File: src/rtl/cpu_pkg.sv
// Shared definitions for the UART program loader: upg address geometry and
// loader state encoding.
package cpu_pkg;

  localparam int UPG_ADR_W    = 15;
  localparam int DMEM_SEL_BIT = 14;

  typedef enum logic [2:0] {
    IDLE  = 3'd0,
    HDR0  = 3'd1,
    HDR1  = 3'd2,
    DATA  = 3'd3,
    WRITE = 3'd4,
    DONE  = 3'd5,
    ERR   = 3'd6
  } upg_state_t;

  // High address bit routes a write to data memory instead of the instruction ROM.
  function automatic logic adr_is_dmem(input logic [UPG_ADR_W-1:0] adr);
    return adr[DMEM_SEL_BIT];
  endfunction

endpackage

File: src/rtl/upg_word_assembler.sv
// Collects UART bytes into a little-endian 32-bit word; the first byte lands in [7:0].
module upg_word_assembler (
  input  logic        clk,
  input  logic        rst,
  input  logic        clr,
  input  logic        load,
  input  logic [7:0]  byte_in,
  output logic [31:0] word_nxt,
  output logic        word_full
);

  logic [31:0] word;
  logic [1:0]  idx;

  // Bytes enter at the top and shift down, so after four loads byte 0 sits in [7:0].
  assign word_nxt  = load ? {byte_in, word[31:8]} : word;
  assign word_full = load && (idx == 2'd3);

  always_ff @(posedge clk or negedge rst) begin
    if (!rst) begin
      idx <= 2'd0;
    end else if (clr) begin
      idx <= 2'd0;
    end else if (load) begin
      idx <= idx + 2'd1;
    end
  end

  always_ff @(posedge clk) begin
    word <= word_nxt;
  end

endmodule

File: src/rtl/upg_loader_ctrl.sv
// UART program-loader: reads a 16-bit word count then N little-endian words and
// writes them through the upg_* port while holding the CPU off the memories.
module upg_loader_ctrl
  import cpu_pkg::*;
#(
  parameter int TIMEOUT_CYCLES = 10_000_000,
  parameter int ADR_W          = UPG_ADR_W
) (
  input  logic             clk,
  input  logic             rst,
  input  logic             start_i,
  input  logic             rx_valid_i,
  input  logic [7:0]       rx_data_i,
  output logic             rx_ready_o,
  output logic             upg_wen_o,
  output logic [ADR_W-1:0] upg_adr_o,
  output logic [31:0]      upg_dat_o,
  output logic             upg_done_o,
  output logic             cpu_hold_o,
  output logic             busy_o,
  output logic             err_o
);

  localparam int               TMO_W    = $clog2(TIMEOUT_CYCLES + 1);
  localparam logic [TMO_W-1:0] TMO_LAST = TMO_W'(TIMEOUT_CYCLES - 1);

  upg_state_t       state;
  logic [15:0]      word_total;
  logic [15:0]      word_cnt;
  logic [TMO_W-1:0] idle_cnt;
  logic             accept;
  logic             asm_clr;
  logic             asm_load;
  logic             asm_full;
  logic [31:0]      asm_word;

  assign accept   = rx_valid_i && rx_ready_o;
  assign asm_clr  = (state != DATA) && (state != WRITE);
  assign asm_load = accept && (state == DATA);

  upg_word_assembler u_asm (
    .clk       (clk),
    .rst       (rst),
    .clr       (asm_clr),
    .load      (asm_load),
    .byte_in   (rx_data_i),
    .word_nxt  (asm_word),
    .word_full (asm_full)
  );

  always_ff @(posedge clk or negedge rst) begin
    if (!rst) begin
      state      <= IDLE;
      word_total <= '0;
      word_cnt   <= '0;
      idle_cnt   <= '0;
      rx_ready_o <= 1'b0;
      upg_wen_o  <= 1'b0;
      upg_adr_o  <= '0;
      upg_dat_o  <= '0;
      upg_done_o <= 1'b1;
      cpu_hold_o <= 1'b0;
      busy_o     <= 1'b0;
      err_o      <= 1'b0;
    end else begin
      upg_wen_o <= 1'b0;
      case (state)
        IDLE, ERR: begin
          if (start_i) begin
            state      <= HDR0;
            word_cnt   <= '0;
            idle_cnt   <= '0;
            upg_adr_o  <= '0;
            rx_ready_o <= 1'b1;
            upg_done_o <= 1'b0;
            cpu_hold_o <= 1'b1;
            busy_o     <= 1'b1;
            err_o      <= 1'b0;
          end
        end
        HDR0, HDR1, DATA: begin
          if (accept) begin
            idle_cnt <= '0;
            case (state)
              HDR0: begin
                word_total[7:0] <= rx_data_i;
                state           <= HDR1;
              end
              HDR1: begin
                word_total[15:8] <= rx_data_i;
                if (rx_data_i[7]) begin
                  state      <= ERR;
                  rx_ready_o <= 1'b0;
                  busy_o     <= 1'b0;
                  err_o      <= 1'b1;
                end else if ((rx_data_i == 8'd0) && (word_total[7:0] == 8'd0)) begin
                  state      <= DONE;
                  rx_ready_o <= 1'b0;
                  upg_done_o <= 1'b1;
                  cpu_hold_o <= 1'b0;
                  busy_o     <= 1'b0;
                end else begin
                  state     <= DATA;
                  word_cnt  <= '0;
                  upg_adr_o <= '0;
                end
              end
              default: begin
                if (asm_full) begin
                  state      <= WRITE;
                  rx_ready_o <= 1'b0;
                  upg_wen_o  <= 1'b1;
                  upg_dat_o  <= asm_word;
                end
              end
            endcase
          end else if (idle_cnt == TMO_LAST) begin
            // Sender went silent: abort but keep the CPU held off the half-loaded image.
            state      <= ERR;
            rx_ready_o <= 1'b0;
            busy_o     <= 1'b0;
            err_o      <= 1'b1;
          end else begin
            idle_cnt <= idle_cnt + 1'b1;
          end
        end
        WRITE: begin
          upg_adr_o <= upg_adr_o + 1'b1;
          word_cnt  <= word_cnt + 16'd1;
          if ((word_cnt + 16'd1) == word_total) begin
            state      <= DONE;
            upg_done_o <= 1'b1;
            cpu_hold_o <= 1'b0;
            busy_o     <= 1'b0;
          end else begin
            state      <= DATA;
            rx_ready_o <= 1'b1;
          end
        end
        DONE: begin
          state <= IDLE;
        end
        default: begin
          state <= IDLE;
        end
      endcase
    end
  end

endmodule

File: config.mk
export PLATFORM = sky130hd
export DESIGN_NAME = upg_loader_ctrl
export DESIGN_NICKNAME = d
export VERILOG_FILES = /design/src/rtl/cpu_pkg.sv /design/src/rtl/upg_word_assembler.sv /design/src/rtl/upg_loader_ctrl.sv
export SDC_FILE = /design/constraint.sdc
export NUM_CORES = 1
export LEC_CHECK = 0
export CAP_MARGIN = 10
export CORE_MARGIN = 5
export CORE_UTILIZATION = 25
export CTS_BUF_LIST = sky130_fd_sc_hd__clkbuf_4 sky130_fd_sc_hd__clkbuf_8
export DETAILED_ROUTE_END_ITERATION = 8
export HOLD_SLACK_MARGIN = 0.05
export PLACE_DENSITY = 0.52
export SYNTH_ARGS = -nofsm -noshare
export SYNTH_HDL_FRONTEND = slang
export SYNTH_SLANG_ARGS = --single-unit
File: constraint.sdc
create_clock -name clk -period 3.5 [get_ports clk]
set_clock_uncertainty 0.1 [all_clocks]
set_input_delay 0.35 -clock clk [delete_from_list [all_inputs] [get_ports clk]]
set_output_delay 0.35 -clock clk [all_outputs]
set_load 0.005 [all_outputs]
==> results of run 1 <==
## registers in the layout, indices dropped and copies added, names as in the netlist, 2 cells and up
signal	cells
upg_dat_o	32
word_total	16
upg_adr_o	15
word_cnt	16
idle_cnt	24
u_asm.word	24
u_asm.idx	2
state	3
## routing by layer
layer	vias to the layer above	part of all wire [%]	global-route usage (%)
li1	2609	-	-
met1	2514	47	15.2
met2	73	48	18.4
met3	13	3.0	2.72
met4	0	1.3	3.17
met5	-	0	0
## final cells by class
type,instances,area share [%]
Clock buffer,19,3.02
Clock inverter,13,2.04
Inverter,14,0.638
Multi-Input combinational cell,512,38.9
Sequential cell,138,40.5
Tap cell,341,5.18
Timing Repair Buffer,83,9.67
## kinds of logic after synthesis
logic type                 synth area share, %
DFF                                       49.6
AOI/OAI and AO/OA                         11.7
xor gates and xnor gates                  4.52
buffers and inverters                     2.96
muxes                                     8.80
and+or+nand+nor                           21.7
adders and majority gates                0.744
## path summary, 6_finish.rpt
check,end,slack (ps),cells after the start
min in group asynchronous,idle_cnt[4],430,2
setup / recovery,state[1],690,8
setup reg to reg,state[1],690,8
hold reg to reg,upg_dat_o[7],340,2
max in group asynchronous,word_total[8],2060,3
hold / removal,upg_dat_o[7],340,2
## stage by stage
stage	worst slack (ps)	hold WS (ps)	area, um2
floorplan	971	-45.6	6730
detailed placement	491	328	7800
CTS	705	340	8230
finish	695	337	8230
global placement	503	326	7800
global route	498	360	8230
## cells in the final DEF (no fill, tap or decap), drive strengths merged, types with 4 or more instances in the layout
cell type | netlist | layout
dfrtp | 113 | 113
mux2 | 49 | 49
inv | 13 | 17
dfxtp | 24 | 24
nor2 | 47 | 47
nand4 | 11 | 11
clkbuf | 29 | 19
a31oi | 9 | 9
and3 | 17 | 17
clkdlybuf4s50 | 0 | 63
o31ai | 9 | 9
buf | 8 | 19
nand3 | 20 | 20
ha | 4 | 4
xnor2 | 22 | 22
clkinv | 1 | 5
mux2i | 4 | 4
nor3 | 12 | 12
nand2 | 130 | 130
nor4 | 17 | 17
a21oi | 19 | 19
nor2b | 8 | 8
xor2 | 10 | 10
or3 | 9 | 9
o21ai | 68 | 68
## worst min-delay path, delay by kind of cell (launching register included)
| kind | cells | cell delay, ps |
|---|---|---|
| flip-flops | 1 | 310 |
| AND/OR/NAND/NOR | 2 | 90 |
## power groups by stage
| stage | sequential, W | clock [W] | combinational [W] |
|---|---|---|---|
| 2_1_floorplan | 0.00212 | 0 | 0.00108 |
| 3_3_place_gp | 0.00228 | 0 | 0.00143 |
| 3_5_place_dp | 0.00228 | 0 | 0.00145 |
| 4_1_cts | 0.00225 | 0.00144 | 0.00146 |
| 5_1_grt | 0.00230 | 0.00150 | 0.00161 |
| 6_report | 0.00225 | 0.00139 | 0.00143 |
==> impl_summary.txt, run 1 <==
----------------------------------------------------
[Status]
  Run status ... completed

[Setup path]
  Number of buffer and inverter stages on the critical path ... 0
  Crit path launch ... word_cnt[0]
  Most numerous cell on the critical path ... nor4_4
  Start of the worst register-to-register path ... word_cnt[0]
  Type of origin of the critical path ... flop
  Largest stage delay, worst path ... 620 ps
  Max stage delay cell, worst path ... or4_2
  Chain of cells forming the critical path ... ha_1, nand3_4, nor4_4, or4_2, o211a_1, nor4_4, nand2_1, a32o_1
  Cell type group with the largest total delay on the critical path ... simple AND/OR/NAND/NOR gates
  Critical path class ... reg -> reg
  Largest fanout on the critical path ... 7
  Crit end category ... flop
  Critical path data arrival time ... 3040 ps
  Critical path data required time ... 3730 ps

[Detailed routing]
  Per-cell via count in the routed design ... 4.65
  Via count of the routed design ... 5,209
  Residual DRC count ... 0
  Total wire length ... 16,800 um
  Initial DRC Count ... 350
  Antenna-violating nets left ... 0
  1st-pass router iterations ... 4
  Post-DR wirelength/cell ... 15.0 um

[Timing]
  # setup viols final ... 0
  RSZ-0062 raised after global routing ... no
  Fin. max-slew vios ... 0
  Highest Clock Rate ... 356 MHz
  Crit path time final ... 2810 ps
  Total negative setup slack ... 0 ps
  Slew of the pin with the lowest slew margin ... 829 ps
  Final period utilization ... 80.2%
  Hold Fails Final Rpt ... 0
  Headroom to the max-slew limit ... 44.7%

[Pwr]
  Internal power ... 0.00333 W
  Clock power share ... 27.5%
  Overall power after layout ... 0.00507 W
  Net load switching power ... 0.00174 W
  Worst VDD drop ... 0.000279 V
  Total power density per cell area ... 616 nW/um2
  Comb pwr share ... 28.2%
  Static leakage ... 3.48 nW
  Sequential cell fraction of total power ... 44.3%
  Switching fraction of total power ... 34.4%

[Floorplan]
  Die Area ... 30,300 um2
  Count of pins on the block boundary ... 65
  Vertical die dimension ... 174 um
  Core Area ... 26,700 um2
  Die X-Extent ... 174 um
  Standard-cell rows ... 60
  Starting utilization of the core area ... 25.2%

[Yosys]
  Post-synth top flop ... dfrtp_1
  Leading post-synthesis cells by instance count ... nand2_1, dfrtp_1, o21ai_0, mux2_2, nor2_1
  Synth warn ... 0
  Post-synthesis cell type with the largest combined area ... dfrtp_1
  Share of flip-flops with an asynchronous set or reset after synthesis ... 82.6%
  Number of enable-type register cells in the synthesized netlist ... 0
  Area of the mapped netlist ... 6730 um2
  Number of nets in the synthesized netlist ... 717
  Sequential cell area fraction in the yosys report ... 49.6%
  Count of different cell masters after synthesis ... 62
  Per-instance average area after synthesis ... 9.60 um2
  Cell count after synthesis ... 701
  Cell with the most instances after synthesis ... nand2_1
  Biggest area contributors in the synthesized netlist ... dfrtp_1, mux2_2, nand2_1
  Top-area cell type share of the netlist area ... 42.0%
  Number of flip-flops and latches in the synthesized netlist ... 138

[Layout]
  Final-stage net count ... 782
  Layout filler cell count ... 2,792
  Storage element area ... 3330 um2
  Share of layout cells above drive strength 1 ... 15.1%
  Post-layout instance count excluding filler cells ... 1,120
  Final cell utilization of the core ... 30.8%
  Area of the multi-input gates ... 3210 um2
  Layout overhead on the synthesized area ... 22.3%
  Inserted Diodes ... 0

[GRT]
  Grt ovf ... 0
  Wire length of the first global-routing pass ... 28,000 um
  Maximum number of pins on one net before global-route repair ... 61
  Number of global-route vias before repair ... 5,134
  Combined global-route utilization of all metal layers ... 11.3%
  Initial antenna violation count ... 0

[CTS]
  Reg clk slew, reported paths ... 80 ps
  Post-CTS Hold Fix Bufs ... 1
  Clock Sink Count ... 138
  Post-cts gate resize count ... 0
  CTS Buf Count ... 17
  Postcts setup bufs ... 0
  CTS tree ... built
  Worst skew pair latency ... 450 ps
  Library cell used as clock root buffer ... clkbuf_8
  Clock H-tree levels ... 4
  Maximum clock insertion buffer count ... 2

[Hold path]
  Critical hold path startpoint ... u_asm.word[15]
  HP Class ... reg -> reg

[Place]
  Cells after DPL ... 1,087
  Final HPWL from detailed placement ... 11,600 um
  Gp weighted congestion ... 0.802
  Count of buffers inserted at the top-level ports ... 64

[Flow run]
  Number of maximum-capacitance constraint violations ... 0

----------------------------------------------------
No activity file was read; power rests on OpenSTA's default activity.
==> run 2, diff against run 1 <==
--- a/config.mk
+++ b/config.mk
@@ -11,7 +11,7 @@
 export CTS_BUF_LIST = sky130_fd_sc_hd__clkbuf_4 sky130_fd_sc_hd__clkbuf_8
 export DETAILED_ROUTE_END_ITERATION = 8
 export HOLD_SLACK_MARGIN = 0.05
-export PLACE_DENSITY = 0.52
+export PLACE_DENSITY = 0.54
 export SYNTH_ARGS = -nofsm -noshare
 export SYNTH_HDL_FRONTEND = slang
 export SYNTH_SLANG_ARGS = --single-unit
==> constraint.sdc (replaced) <==
create_clock -name clk -period 2.49 [get_ports clk]
set_clock_uncertainty 0.1 [all_clocks]
set_input_delay 0.249 -clock clk [delete_from_list [all_inputs] [get_ports clk]]
set_output_delay 0.249 -clock clk [all_outputs]
set_load 0.005 [all_outputs]
==> impl_summary.txt, run 2 (synthesis gave the netlist of run 1 again) <==
----------------------------------------------------
[Status]
  Run status ... completed

[Pwr]
  Static leakage ... 3.77 nW
  Total power density per cell area ... 844 nW/um2
  Switching fraction of total power ... 34.9%
  Internal power ... 0.00480 W
  Comb pwr share ... 32.0%
  Worst VDD drop ... 0.000377 V
  Sequential cell fraction of total power ... 42.0%
  Net load switching power ... 0.00258 W
  Clock power share ... 26.0%

[Detailed routing]
  Total wire length ... 17,400 um
  Via count of the routed design ... 5,474
  Antenna-violating nets left ... 0
  Initial DRC Count ... 294
  Residual DRC count ... 0
  Per-cell via count in the routed design ... 4.66
  1st-pass router iterations ... 5
  Post-DR wirelength/cell ... 14.8 um

[Timing]
  # setup viols final ... 0
  Highest Clock Rate ... 421 MHz
  Fin. max-slew vios ... 0
  Headroom to the max-slew limit ... 61.8%
  Slew of the pin with the lowest slew margin ... 573 ps
  Crit path time final ... 2380 ps
  Hold Fails Final Rpt ... 0
  Final period utilization ... 95.4%
  RSZ-0062 raised after global routing ... yes
  Hold slack final ... 214 ps
  Total negative setup slack ... 0 ps

[Setup path]
  Max stage delay cell, worst path ... or3_2
  Largest fanout on the critical path ... 5
  Crit end category ... flop
  Largest stage delay, worst path ... 460 ps
  Number of buffer and inverter stages on the critical path ... 2
  Reg2reg path depth ... 9
  Chain of cells forming the critical path ... buf_4, nand4_4, or3_2, o31ai_2, nand4_1, nor4_4, buf_4, nand2_1, a32o_1
  Stages on worst setup path ... 9
  Type of origin of the critical path ... flop
  Critical path class ... reg -> reg
  Most numerous cell on the critical path ... buf_4
  Cell type group with the largest total delay on the critical path ... simple AND/OR/NAND/NOR gates
  Critical path data required time ... 2740 ps
  Critical path data arrival time ... 2620 ps

[Floorplan]
  Core Area ... 26,700 um2
  Vertical die dimension ... 174 um
  Standard-cell rows ... 60
  Die Area ... 30,300 um2
  Die X-Extent ... 174 um
  Count of pins on the block boundary ... 65
  Starting utilization of the core area ... 25.2%

[CTS]
  CTS Buf Count ... 17
  Reg clk slew, reported paths ... 80 ps
  Clock Sink Count ... 138
  Library cell used as clock root buffer ... clkbuf_8
  Maximum clock insertion buffer count ... 2
  Worst skew pair latency ... 450 ps
  Clock H-tree levels ... 4
  CTS tree ... built

[GRT]
  Initial antenna violation count ... 0
  Combined global-route utilization of all metal layers ... 11.7%
  Wire length of the first global-routing pass ... 29,000 um
  Grt ovf ... 0
  Number of global-route vias before repair ... 5,391
  Maximum number of pins on one net before global-route repair ... 42

[Layout]
  Inserted Diodes ... 0
  Max reg flops ... 32
  Highest-count cells in the layout ignoring fill and taps ... nand2_1, dfrtp_1, buf_4, o21ai_0, clkdlybuf4s50_1
  Biggest regs ... upg_dat_o: 32 flops, idle_cnt: 24 flops, u_asm.word: 24 flops
  Final-stage net count ... 837
  Share of layout cells above drive strength 1 ... 21.7%
  Most flop-heavy register ... upg_dat_o
  Final standard cell area without fillers ... 8740 um2
  Post-layout instance count excluding filler cells ... 1,175
  Layout overhead on the synthesized area ... 29.8%
  Most common library cell in the layout ignoring fill and taps ... nand2_1

[Flow run]
  Number of maximum-capacitance constraint violations ... 0

[Hold path]
  HP Class ... in -> async

[Place]
  Gp weighted congestion ... 0.813
  Final HPWL from detailed placement ... 12,300 um
  Cells after DPL ... 1,135
  Dpl cell area ... 8190 um2
  Count of buffers inserted at the top-level ports ... 64

----------------------------------------------------
[run 2: cell count changes in the layout (fill, tap and decap cells not counted), sizes merged]
cell    previous run  this run
buf               19        74
clkinv             5         3
bufinv             3         2
inv               17        20
[run 2: per-stage QoR]
step	setup slack [ps]	utilization (%)	power, W
after floorplan	25.4	-	0.00449
after global placement	-39.5	30.7	0.00540
after detailed placement	-56.2	30.7	0.00542
after CTS	7.12	32.4	0.00742
after global routing	-33.5	32.7	0.00788
final	114	32.7	0.00737
[run 2: what timing repair did]
item                                    CTS  global route
resized for setup                         7             9
endpoints found under the setup margin    4             6
setup buffers                             2             5
endpoints found under the hold margin    37             0
hold buffers                              1             0
pin swaps                                 4             9
[run 2: final cells by class]
cell class	count	area, um2
Clock buffer	19	255
Timing Repair Buffer	138	1240
Clock inverter	13	156
Tap cell	341	427
Multi-Input combinational cell	512	3270
Inverter	14	52.6
Fill cell	2799	18000
Sequential cell	138	3340
[run 2: power groups by stage]
stage / Sequential (W) / Combinational [W] / Clock, W
final: 0.00310 / 0.00236 / 0.00191
after global routing: 0.00318 / 0.00261 / 0.00209
after CTS: 0.00310 / 0.00232 / 0.00200
after detailed placement: 0.00314 / 0.00228 / 0
after global placement: 0.00314 / 0.00226 / 0
after floorplan: 0.00298 / 0.00152 / 0
[run 2: worst register-to-register path, delay by kind of cell, from the launching register on]
kind            cells  cell delay, ps
simple gates        5             960
compound gates      2             480
flops               1             410
buf+inv             2             320
[run 2: routing by layer]
metal | wire, um | part of all wire, % | vias up | global-route usage, %
li1 | - | - | 2718 | -
met1 | 8270 | 48 | 2646 | 15.5
met2 | 8310 | 48 | 88 | 19.0
met3 | 487 | 2.8 | 22 | 2.63
met4 | 296 | 1.7 | 0 | 3.79
met5 | 0 | 0 | - | 0
[run 2: worst paths after layout]
path                                start           end  slack, ps
hold / removal                        rst  idle_cnt[16]        210
setup reg to reg              word_cnt[1]      state[1]        110
min in group clk           u_asm.word[11]  upg_dat_o[3]        340
setup / recovery              word_cnt[1]      state[1]        110
max in group asynchronous             rst   word_cnt[1]       1410
hold reg to reg            u_asm.word[11]  upg_dat_o[3]        340
